==> src/rtl/clk_ref_monitor_div.sv <==
// Reference clock monitor with per-channel clock-enable dividers.
// Counts synchronised ref_in rising edges per fixed window, locks after
// LOCK_WIN consecutive in-range windows, and drives N_CH divided enables
// ticked by the reference when locked or by the local clock in holdover.

// One divider channel: counts ticks, pulses ce one cycle after the tick
// that reaches the (possibly just changed) ratio.
module clk_ref_monitor_div_ch #(
  parameter int DIV_W = 8
) (
  input  logic             clk,
  input  logic             reset,
  input  logic             tick,
  input  logic             clr,
  input  logic [DIV_W-1:0] ratio,
  output logic             ce
);
  logic [DIV_W-1:0] cnt;
  logic [DIV_W-1:0] ratio_m1;

  // Ratio 0 behaves like 1; >= compare lets a lowered ratio fire at once.
  assign ratio_m1 = (ratio == '0) ? '0 : ratio - DIV_W'(1);

  // Divider counter and registered enable pulse.
  always_ff @(posedge clk or posedge reset) begin
    if (reset) begin
      cnt <= '0;
      ce  <= 1'b0;
    end else if (clr) begin
      cnt <= '0;
      ce  <= 1'b0;
    end else if (tick) begin
      if (cnt >= ratio_m1) begin
        cnt <= '0;
        ce  <= 1'b1;
      end else begin
        cnt <= cnt + DIV_W'(1);
        ce  <= 1'b0;
      end
    end else begin
      ce <= 1'b0;
    end
  end
endmodule

module clk_ref_monitor_div #(
  parameter int N_CH     = 2,
  parameter int DIV_W    = 8,
  parameter int WIN_CYC  = 1024,
  parameter int REF_MIN  = 240,
  parameter int REF_MAX  = 272,
  parameter int LOCK_WIN = 2
) (
  input  logic                  clk,
  input  logic                  reset,
  input  logic                  ref_in,
  input  logic [N_CH*DIV_W-1:0] div_ratio,
  output logic                  ref_ok,
  output logic [N_CH-1:0]       ce_out,
  output logic [15:0]           edge_count
);
  localparam int WIN_W = (WIN_CYC > 1) ? $clog2(WIN_CYC) : 1;
  localparam int GC_W  = $clog2(LOCK_WIN + 1);
  localparam logic [WIN_W-1:0] WIN_LAST = WIN_W'(WIN_CYC - 1);
  localparam logic [15:0]      REF_LO   = 16'(REF_MIN);
  localparam logic [15:0]      REF_HI   = 16'(REF_MAX);
  localparam logic [GC_W-1:0]  GC_FULL  = GC_W'(LOCK_WIN);

  typedef enum logic {SEARCH = 1'b0, LOCKED = 1'b1} state_t;

  state_t           state;
  logic             sync1, sync2, ref_hist;
  logic             ref_edge;
  logic [WIN_W-1:0] win_cnt;
  logic             win_last;
  logic [15:0]      edge_acc;
  logic [15:0]      edge_tot;
  logic             win_good;
  logic [GC_W-1:0]  good_cnt;
  logic [GC_W-1:0]  good_inc;
  logic             go_lock, go_search, trans;
  logic             tick;

  // Two-flop synchroniser plus history flop for rising-edge detect.
  always_ff @(posedge clk or posedge reset) begin
    if (reset) begin
      sync1    <= 1'b0;
      sync2    <= 1'b0;
      ref_hist <= 1'b0;
    end else begin
      sync1    <= ref_in;
      sync2    <= sync1;
      ref_hist <= sync2;
    end
  end

  assign ref_edge = sync2 & ~ref_hist;
  assign win_last = (win_cnt == WIN_LAST);

  // Count including an edge landing in the current cycle, saturating.
  assign edge_tot = (ref_edge && edge_acc != 16'hFFFF) ? edge_acc + 16'd1 : edge_acc;
  assign win_good = (edge_tot >= REF_LO) && (edge_tot <= REF_HI);
  assign good_inc = (good_cnt == GC_FULL) ? good_cnt : good_cnt + GC_W'(1);

  assign go_lock   = win_last && win_good && (state == SEARCH) && (good_inc == GC_FULL);
  assign go_search = win_last && !win_good && (state == LOCKED);
  assign trans     = go_lock | go_search;

  // Locked: divide the reference; searching: hold over on the local clock.
  assign tick = (state == LOCKED) ? ref_edge : 1'b1;

  // Window counter and per-window edge accumulator; publish total at window end.
  always_ff @(posedge clk or posedge reset) begin
    if (reset) begin
      win_cnt    <= '0;
      edge_acc   <= '0;
      edge_count <= '0;
    end else if (win_last) begin
      win_cnt    <= '0;
      edge_acc   <= '0;
      edge_count <= edge_tot;
    end else begin
      win_cnt  <= win_cnt + WIN_W'(1);
      edge_acc <= edge_tot;
    end
  end

  // Lock FSM with good-window streak and registered ref_ok.
  always_ff @(posedge clk or posedge reset) begin
    if (reset) begin
      state    <= SEARCH;
      good_cnt <= '0;
      ref_ok   <= 1'b0;
    end else if (win_last) begin
      good_cnt <= win_good ? good_inc : '0;
      if (go_lock) begin
        state  <= LOCKED;
        ref_ok <= 1'b1;
      end else if (go_search) begin
        state  <= SEARCH;
        ref_ok <= 1'b0;
      end
    end
  end

  // Divider channels; a state change restarts them and drops that tick.
  for (genvar i = 0; i < N_CH; i++) begin : g_ch
    clk_ref_monitor_div_ch #(.DIV_W(DIV_W)) u_ch (
      .clk   (clk),
      .reset (reset),
      .tick  (tick),
      .clr   (trans),
      .ratio (div_ratio[i*DIV_W +: DIV_W]),
      .ce    (ce_out[i])
    );
  end
endmodule

==> config.mk <==
export PLATFORM = sky130hd
export DESIGN_NAME = clk_ref_monitor_div
export DESIGN_NICKNAME = d
export VERILOG_FILES = /design/src/rtl/clk_ref_monitor_div.sv
export SDC_FILE = /design/constraint.sdc
export NUM_CORES = 1
export LEC_CHECK = 0
export ABC_AREA = 1
export CAP_MARGIN = 20
export CORE_MARGIN = 10
export CORE_UTILIZATION = 52
export CTS_CLUSTER_DIAMETER = 80
export CTS_CLUSTER_SIZE = 40
export DETAILED_ROUTE_END_ITERATION = 12
export GPL_TIMING_DRIVEN = 0
export PLACE_DENSITY = 0.7
export RECOVER_POWER = 100
export SYNTH_ARGS = -nofsm -noshare
export SYNTH_HDL_FRONTEND = slang
export SYNTH_SLANG_ARGS = --single-unit
==> constraint.sdc <==
create_clock -name clk -period 3.3 [get_ports clk]
set_input_delay 0.33 -clock clk [delete_from_list [all_inputs] [get_ports clk]]
set_output_delay 0.33 -clock clk [all_outputs]
set_load 0.1 [all_outputs]
==> results.yml, run 1 <==
run_status:
  status: "complete, no violations"
synthesis:
  ys.flop_type: "dfrtp_1"
  synth_area_per_cell_sq_um: 7.536
  synthArstFlopShare_pct: 100.0
  seq_area_frac_synth_pct: 38.79
  ys_ff_latch: 66
  synth_fp_nets: 607
  synth-edff-count: 0
  yosysUniqueCellTypes: 40
  syn_area_sq_um: 4258
  netlist_instances: 565
  yosysWarnings: 0
power:
  ir_worst_vdd_uv: 251.3
  power_per_cell_area_nw_per_um2: 531.0
  p_leak_nw: 2.587
layout:
  nFillCells: 733
  diodes: 0
  fin_util_pct: 63.12
  fin_area_sq_um: 4954
  syn_to_final_growth_pct: 16.34
  finalNetCount: 656
  drive_gt1_share_pct: 9.855
cts:
  cts_root_buffer: "clkbuf_8"
  cts_setup_buffers: 0
  cts-htree-levels: 3
  clock_sinks: 66
  path_clk_slew_ps: 70
  cts-hold-fix-buffers: 0
  cts_tree: "yes"
  clk_path_buf_depth: 2
  clk_latency_ps: 350
  post_cts_resized: 0
  numCtsBuffers: 9
timing:
  setup_viol: 0
  fin_skew_ps: 7.951
  relSlewSlack_pct: 33.23
  fin_tns_setup_ps: 0
  rsz0062_at_grt: "no"
  fmax_ghz: 0.3371
  hold_viol: 0
  holdWs_ps: 361.2
  min_period_ps: 2966
  worst_pin_slew_ps: 998.2
  slew_violations: 0
  fin_crit_sh_pct: 89.88
global_routing:
  grt.overflow.total: 0
  grt_use_total_pct: 15.40
  grt_pass1_vias: 3613
  grt_max_degree: 41
  antenna_found_initial: 0
  grt_pass1_wl_um: 16170
critical_path:
  r2r_slack_ps: 330
  timing.rr.end: "g_ch[1].u_ch.cnt[0]$_DFFE_PP0P_"
  reg2reg_depth: 20
  crit_path_max_fanout: 10
  endpoint_kind: "flop"
  worst_setup_path_start_kind: "flop"
  worstPathArrival_ps: 3250
  required_ps: 3580
  path_class: "flop to flop"
  r2r_start: "edge_acc[0]$_DFF_PP0_"
detailed_routing:
  drt_first_pass_iters: 4
  drt-total-wl_um: 9338
  first_iter_violations: 163
  viasPerCell: 5.137
  wire_per_inst_um: 12.95
  ant_nets: 0
  vias: 3704
  drc: 0
hold_path:
  min_to: "sync2$_DFF_PP0_"
  worst_hold_startpoint: "sync1$_DFF_PP0_"
  hold_depth: 0
  hold_path_class: "flop to flop"
placed_design:
  place_area_sq_um: 4776
  port_buffers: 37
  dp_hpwl_um: 6947
  globalplace.congestion: 0.8731
floorplanning:
  io_pins: 38
  fp-row-count: 32
  floorplan.initialDensity_pct: 54.26
  dieArea_sq_um: 12210
  die_h_um: 110.5
  fp.dieW_um: 110.5
  coreArea_sq_um: 7848
job:
  max_cap_violations: 0
## flip-flops by register name, indices dropped and copies added (netlist names)
name and count:
good_cnt 2, edge_count 16, edge_acc 16, g_ch.u_ch.ce 2
sync1 1, state 1, sync2 1, win_cnt 10
g_ch.u_ch.cnt 16, ref_hist 1
## stage by stage
stage / worst slack (ps) / power [mW] / instances
2_1_floorplan: 924.3 / 1.702 / 565
3_3_place_gp: 162.6 / 1.852 / 704
3_5_place_dp: 145.7 / 1.897 / 705
4_1_cts: 482.5 / 2.674 / 721
5_1_grt: 75.92 / 2.820 / 721
6_report: 333.8 / 2.630 / 721
## logic make-up after synthesis
kind of cell / after synthesis / synth area share, %
DFF: 66 / 38.79
AOI/OAI and AO/OA: 50 / 6.494
adders and majority gates: 23 / 6.759
and+or+nand+nor: 322 / 35.85
xor gates and xnor gates: 16 / 3.291
muxes: 2 / 0.4702
buffers and inverters: 86 / 8.345
## placed cells by master, fill, tap and decap left out, drive strengths merged
cell type / netlist / layout
a21o: 2 / 2
a21oi: 15 / 15
and3: 4 / 4
buf: 7 / 7
bufinv: 0 / 2
clkbuf: 6 / 19
clkdlybuf4s50: 0 / 15
clkinv: 1 / 2
dfrtp: 66 / 66
dlygate4sd3: 0 / 22
ha: 23 / 23
inv: 72 / 73
mux2i: 2 / 2
nand2: 149 / 149
nand3: 43 / 43
nand3b: 2 / 2
nand4: 25 / 25
nor2: 75 / 75
nor3: 10 / 10
nor3b: 2 / 2
nor4: 2 / 2
o211a: 1 / 1
o21a: 2 / 2
o21ai: 28 / 28
o21bai: 1 / 1
o22ai: 1 / 1
or2: 10 / 10
xnor2: 5 / 5
xor2: 11 / 11
## worst max-delay path by stage
stage	start	to	slack [ps]	cells past startpoint
6_report	edge_acc[0]$_DFF_PP0_	g_ch[1].u_ch.cnt[0]$_DFFE_PP0P_	330	20
5_1_grt	edge_acc[0]$_DFF_PP0_	g_ch[1].u_ch.cnt[0]$_DFFE_PP0P_	80	20
4_1_cts	div_ratio[8]	g_ch[1].u_ch.cnt[2]$_DFFE_PP0P_	480	17
3_5_place_dp	div_ratio[8]	g_ch[1].u_ch.cnt[2]$_DFFE_PP0P_	150	17
3_3_place_gp	reset	sync1$_DFF_PP0_	160	2
2_1_floorplan	edge_acc[0]$_DFF_PP0_	g_ch[0].u_ch.cnt[5]$_DFFE_PP0P_	920	19
## where the power goes
group / internal [mW] / switching [mW]
clock: 0.448 / 0.318
sequential: 0.924 / 0.142
combinational: 0.338 / 0.460
## per-layer routing
metal | wire length (um) | global-route usage [%] | vias to the layer above
li1 | - | - | 1930
met1 | 4727 | 20.03 | 1703
met2 | 4096 | 24.41 | 66
met3 | 417 | 3.728 | 5
met4 | 96 | 5.009 | 0
met5 | 0 | 0 | -
## final cells by class
cell class | count | area [sq um] | area share (%)
flip-flops and latches | 66 | 1652 | 33.34
clock buffers | 12 | 145.1 | 2.930
multi-input cells | 413 | 2225 | 44.91
plain buffers | 13 | 81.33 | 1.642
clock inverters | 4 | 73.82 | 1.490
repair buffers | 38 | 375.4 | 7.578
well taps | 102 | 127.6 | 2.576
inverters | 73 | 274.0 | 5.532
## worst max-delay path: stages (launching register included)
cell     delay (ps)
dfrtp_1         410
ha_1            230
inv_1            90
nor2_2           80
nand2_4         100
nor2_4           40
nor2_2          280
buf_6           200
nor2_1           50
a21oi_1         280
nand2_1          90
nor2_1          100
nand2_1          70
nor2_1          150
nand2_2         100
nand2_4         120
nand2_2          70
nand2_4         110
buf_8           160
nand3_1          90
nand2_1          80
## cells in the mapped netlist, drive strengths merged (2+ instances only)
master	n	area, sq um
nand3	43	265.3
a21oi	15	78.83
nand3b	2	15.01
and3	4	25.02
mux2i	2	20.02
nor2	75	321.5
xnor2	5	43.79
xor2	11	96.34
nor3b	2	15.01
o21ai	28	143.9
buf	7	58.80
nand4	25	156.4
nor3	10	50.05
ha	23	287.8
or2	10	62.56
inv	72	270.3
dfrtp	66	1652
nor4	2	18.77
nand2	149	596.8
o21a	2	15.01
a21o	2	15.01
clkbuf	6	22.52
Power figures use the tool's default switching activity.
==> inputs of run 2 (changes only) <==
- CTS_CLUSTER_DIAMETER: 80 -> 30
==> results of run 2 <==
Same layout as run 1: the final DEF is identical, and so are final timing and power.
==> inputs of run 3 (changes only) <==
- ABC_AREA: 1 -> unset
==> run 3 against run 2 <==
Net effect:
- sequential power barely moved
- largest cell class unchanged
- die area fell by 4.0%
- core utilization rose by 1.1 points
- largest power group unchanged
- worst hold slack improved by 29 ps
==> results.yml, run 3 <==
run_status:
  status: "complete, no violations"
global_routing:
  grt.overflow.total: 0
  grt.busiest_layer: "met2"
  use_met3_pct: 3.272
  grt_max_degree: 42
  antenna_found_initial: 0
  globalRouteMet1Util_pct: 20.76
  grt_use_met2_pct: 24.78
  grt_pass1_wl_um: 15120
  grt_pass1_vias: 3279
  grt_use_total_pct: 15.67
synthesis:
  synth_top_area_share_pct: 40.79
  yosysWarnings: 0
  synth_fp_nets: 492
  synth.most_common_cell: "dfrtp_1"
  synthArstFlopShare_pct: 100.0
  synth_compound_area_share_pct: 14.25
  syn_area_sq_um: 4049
  synthXorXnorAreaFrac_pct: 5.408
  synth.top_cells.by_count: "dfrtp_1 (66), nand2_1 (58), nor2_1 (40)"
  post_synth_fa_ha_maj_area_fraction_pct: 7.108
  netlist_instances: 450
  yosys.area.top_type: "dfrtp_1"
  yosys.area_share.simple_pct: 26.55
  seq_area_frac_synth_pct: 40.79
  ys.flop_type: "dfrtp_1"
  synth_area_per_cell_sq_um: 8.998
  synth-edff-count: 0
  ys_ff_latch: 66
  synth_top_family_by_area: "simple AND/OR/NAND/NOR gates"
  synthMuxAreaShare_pct: 1.978
  yosysUniqueCellTypes: 57
  netlist_top_cells_area: "dfrtp_1 (41%), ha_1 (7.1%), nand2_1 (5.4%)"
layout:
  final_common_cell: "dfrtp_1"
  fin_cells: 615
  drive_gt1_share_pct: 13.45
  seq_area_sq_um: 1652
  final_cell_mix: "dfrtp_1 (66), nand2_1 (58), nor2_1 (38), o21ai_0 (36), nand3_1 (22)"
  diodes: 0
  reg.largest.list: "edge_acc: 16 flops, edge_count: 16 flops, g_ch.u_ch.cnt: 16 flops"
  syn_to_final_growth_pct: 21.23
  nFillCells: 670
  multi_input_area_sq_um: 2323
  finalNetCount: 550
floorplanning:
  die_h_um: 108.2
  fp-row-count: 32
  dieArea_sq_um: 11720
  coreArea_sq_um: 7647
  io_pins: 38
  fp.dieW_um: 108.2
  floorplan.initialDensity_pct: 52.95
cts:
  numCtsBuffers: 9
  cts_root_buffer: "clkbuf_8"
  path_clk_slew_ps: 70
  cts-hold-fix-buffers: 0
  clk_path_buf_depth: 2
  clock_sinks: 66
  cts_tree: "yes"
  clk_latency_ps: 350
  cts-htree-levels: 3
power:
  ir_worst_vdd_uv: 323.4
  power_per_cell_area_nw_per_um2: 533.7
  p_leak_nw: 2.258
placed_design:
  port_buffers: 37
  dp_hpwl_um: 6560
  dpl_worst_slack_ps: -806.4
  post-place-cells: 590
  globalplace.congestion: 0.8471
detailed_routing:
  drt_first_pass_iters: 4
  drt-total-wl_um: 9199
  wire_per_inst_um: 14.96
  ant_nets: 0
  drc: 0
  vias: 3435
  first_iter_violations: 206
  viasPerCell: 5.585
timing:
  setup_viol: 0
  fmax_ghz: 0.3183
  fin_crit_sh_pct: 95.21
  worst_pin_slew_ps: 1028
  min_period_ps: 3142
  slew_violations: 0
  layout_setup_ws_ps: 158.2
  fin_skew_ps: 13.05
  relSlewSlack_pct: 31.50
  hold_viol: 0
critical_path:
  crit_path_start: "edge_acc[0]$_DFF_PP0_"
  r2r_start: "edge_acc[0]$_DFF_PP0_"
  worst_setup_path_start_kind: "flop"
  path_class: "flop to flop"
  endpoint_kind: "flop"
  crit_path_max_fanout: 10
  required_ps: 3520
  worstPathArrival_ps: 3370
job:
  max_cap_violations: 0
hold_path:
  worst_hold_startpoint: "sync1$_DFF_PP0_"
  hold_path_class: "flop to flop"
[run 3: changes by cell type after synthesis, sizes merged, moves of 10 or more]
cell / delta
inv: -57
nand2: -91
nand2b: +10
nand3: -21
nand4: -20
nor2: -35
o21ai: +12
[run 3: metrics by stage]
stage | hold slack [ps] | cell area [sq um] | utilization (%) | setup TNS (ps) | power [mW]
2_1_floorplan | 331.2 | 4051 | - | 0 | 1.648
3_3_place_gp | 366.8 | 4549 | 59.49 | -8817 | 1.813
3_5_place_dp | 365.7 | 4569 | 59.75 | -10960 | 1.853
4_1_cts | 372.3 | 4840 | 63.29 | 0 | 2.598
5_1_grt | 417.3 | 4908 | 64.19 | -65.57 | 2.787
6_report | 390.6 | 4908 | 64.19 | 0 | 2.620
[run 3: cells by family after synthesis]
kind of cell / after synthesis
DFF: 66
adders and majority gates: 23
and+or+nand+nor: 205
muxes: 8
buffers and inverters: 35
xor gates and xnor gates: 25
AOI/OAI and AO/OA: 88
[run 3: layer usage]
metal  share of wire [%]  wire length [um]
met5                   0                 0
met4                0.79                73
met3                 4.1               374
met2                  46              4258
met1                  49              4494
[run 3: report_power, final]
group          leakage [nW]  internal, mW  switching, mW
clock                0.0987         0.369          0.334
combinational          1.29         0.385          0.482
sequential            0.866         0.919          0.130
[run 3: repair_timing]
action | in CTS | in global routing
endpoints found under the hold margin | 0 | 0
endpoints found under the setup margin | 16 | 18
pin swaps | 4 | 4
gates resized for setup | 13 | 17
setup buffers | 4 | 5
[run 3: area by class of cell]
cell class              instances  area share, %
multi-input cells             349          47.34
flip-flops and latches         66          33.65
repair buffers                 47          9.075
clock buffers                  10          2.804
well taps                     102          2.600
plain buffers                  20          2.090
clock inverters                 6          1.300
inverters                      15          1.147
[run 3: worst paths after layout]
check                                                   to  cells past startpoint  slack [ps]
max                        g_ch[0].u_ch.cnt[2]$_DFFE_PP0P_                     10         160
min                                        sync2$_DFF_PP0_                      0         390
max reg2reg                g_ch[0].u_ch.cnt[2]$_DFFE_PP0P_                     10         160
min reg2reg                                sync2$_DFF_PP0_                      0         390
max in group asynchronous        edge_count[5]$_DFFE_PP0P_                      3        1110
min in group asynchronous             win_cnt[0]$_DFF_PP0_                      2         640
[run 3: worst max-delay path: stages (launching register included)]
cell and delay (ps):
dfrtp_1 470, ha_1 320, and3b_1 310, nand4_1 260, o21ai_2 260, or4bb_1 560
o31ai_4 120, nand4b_4 180, a21oi_2 280, buf_6 200, a21oi_1 60
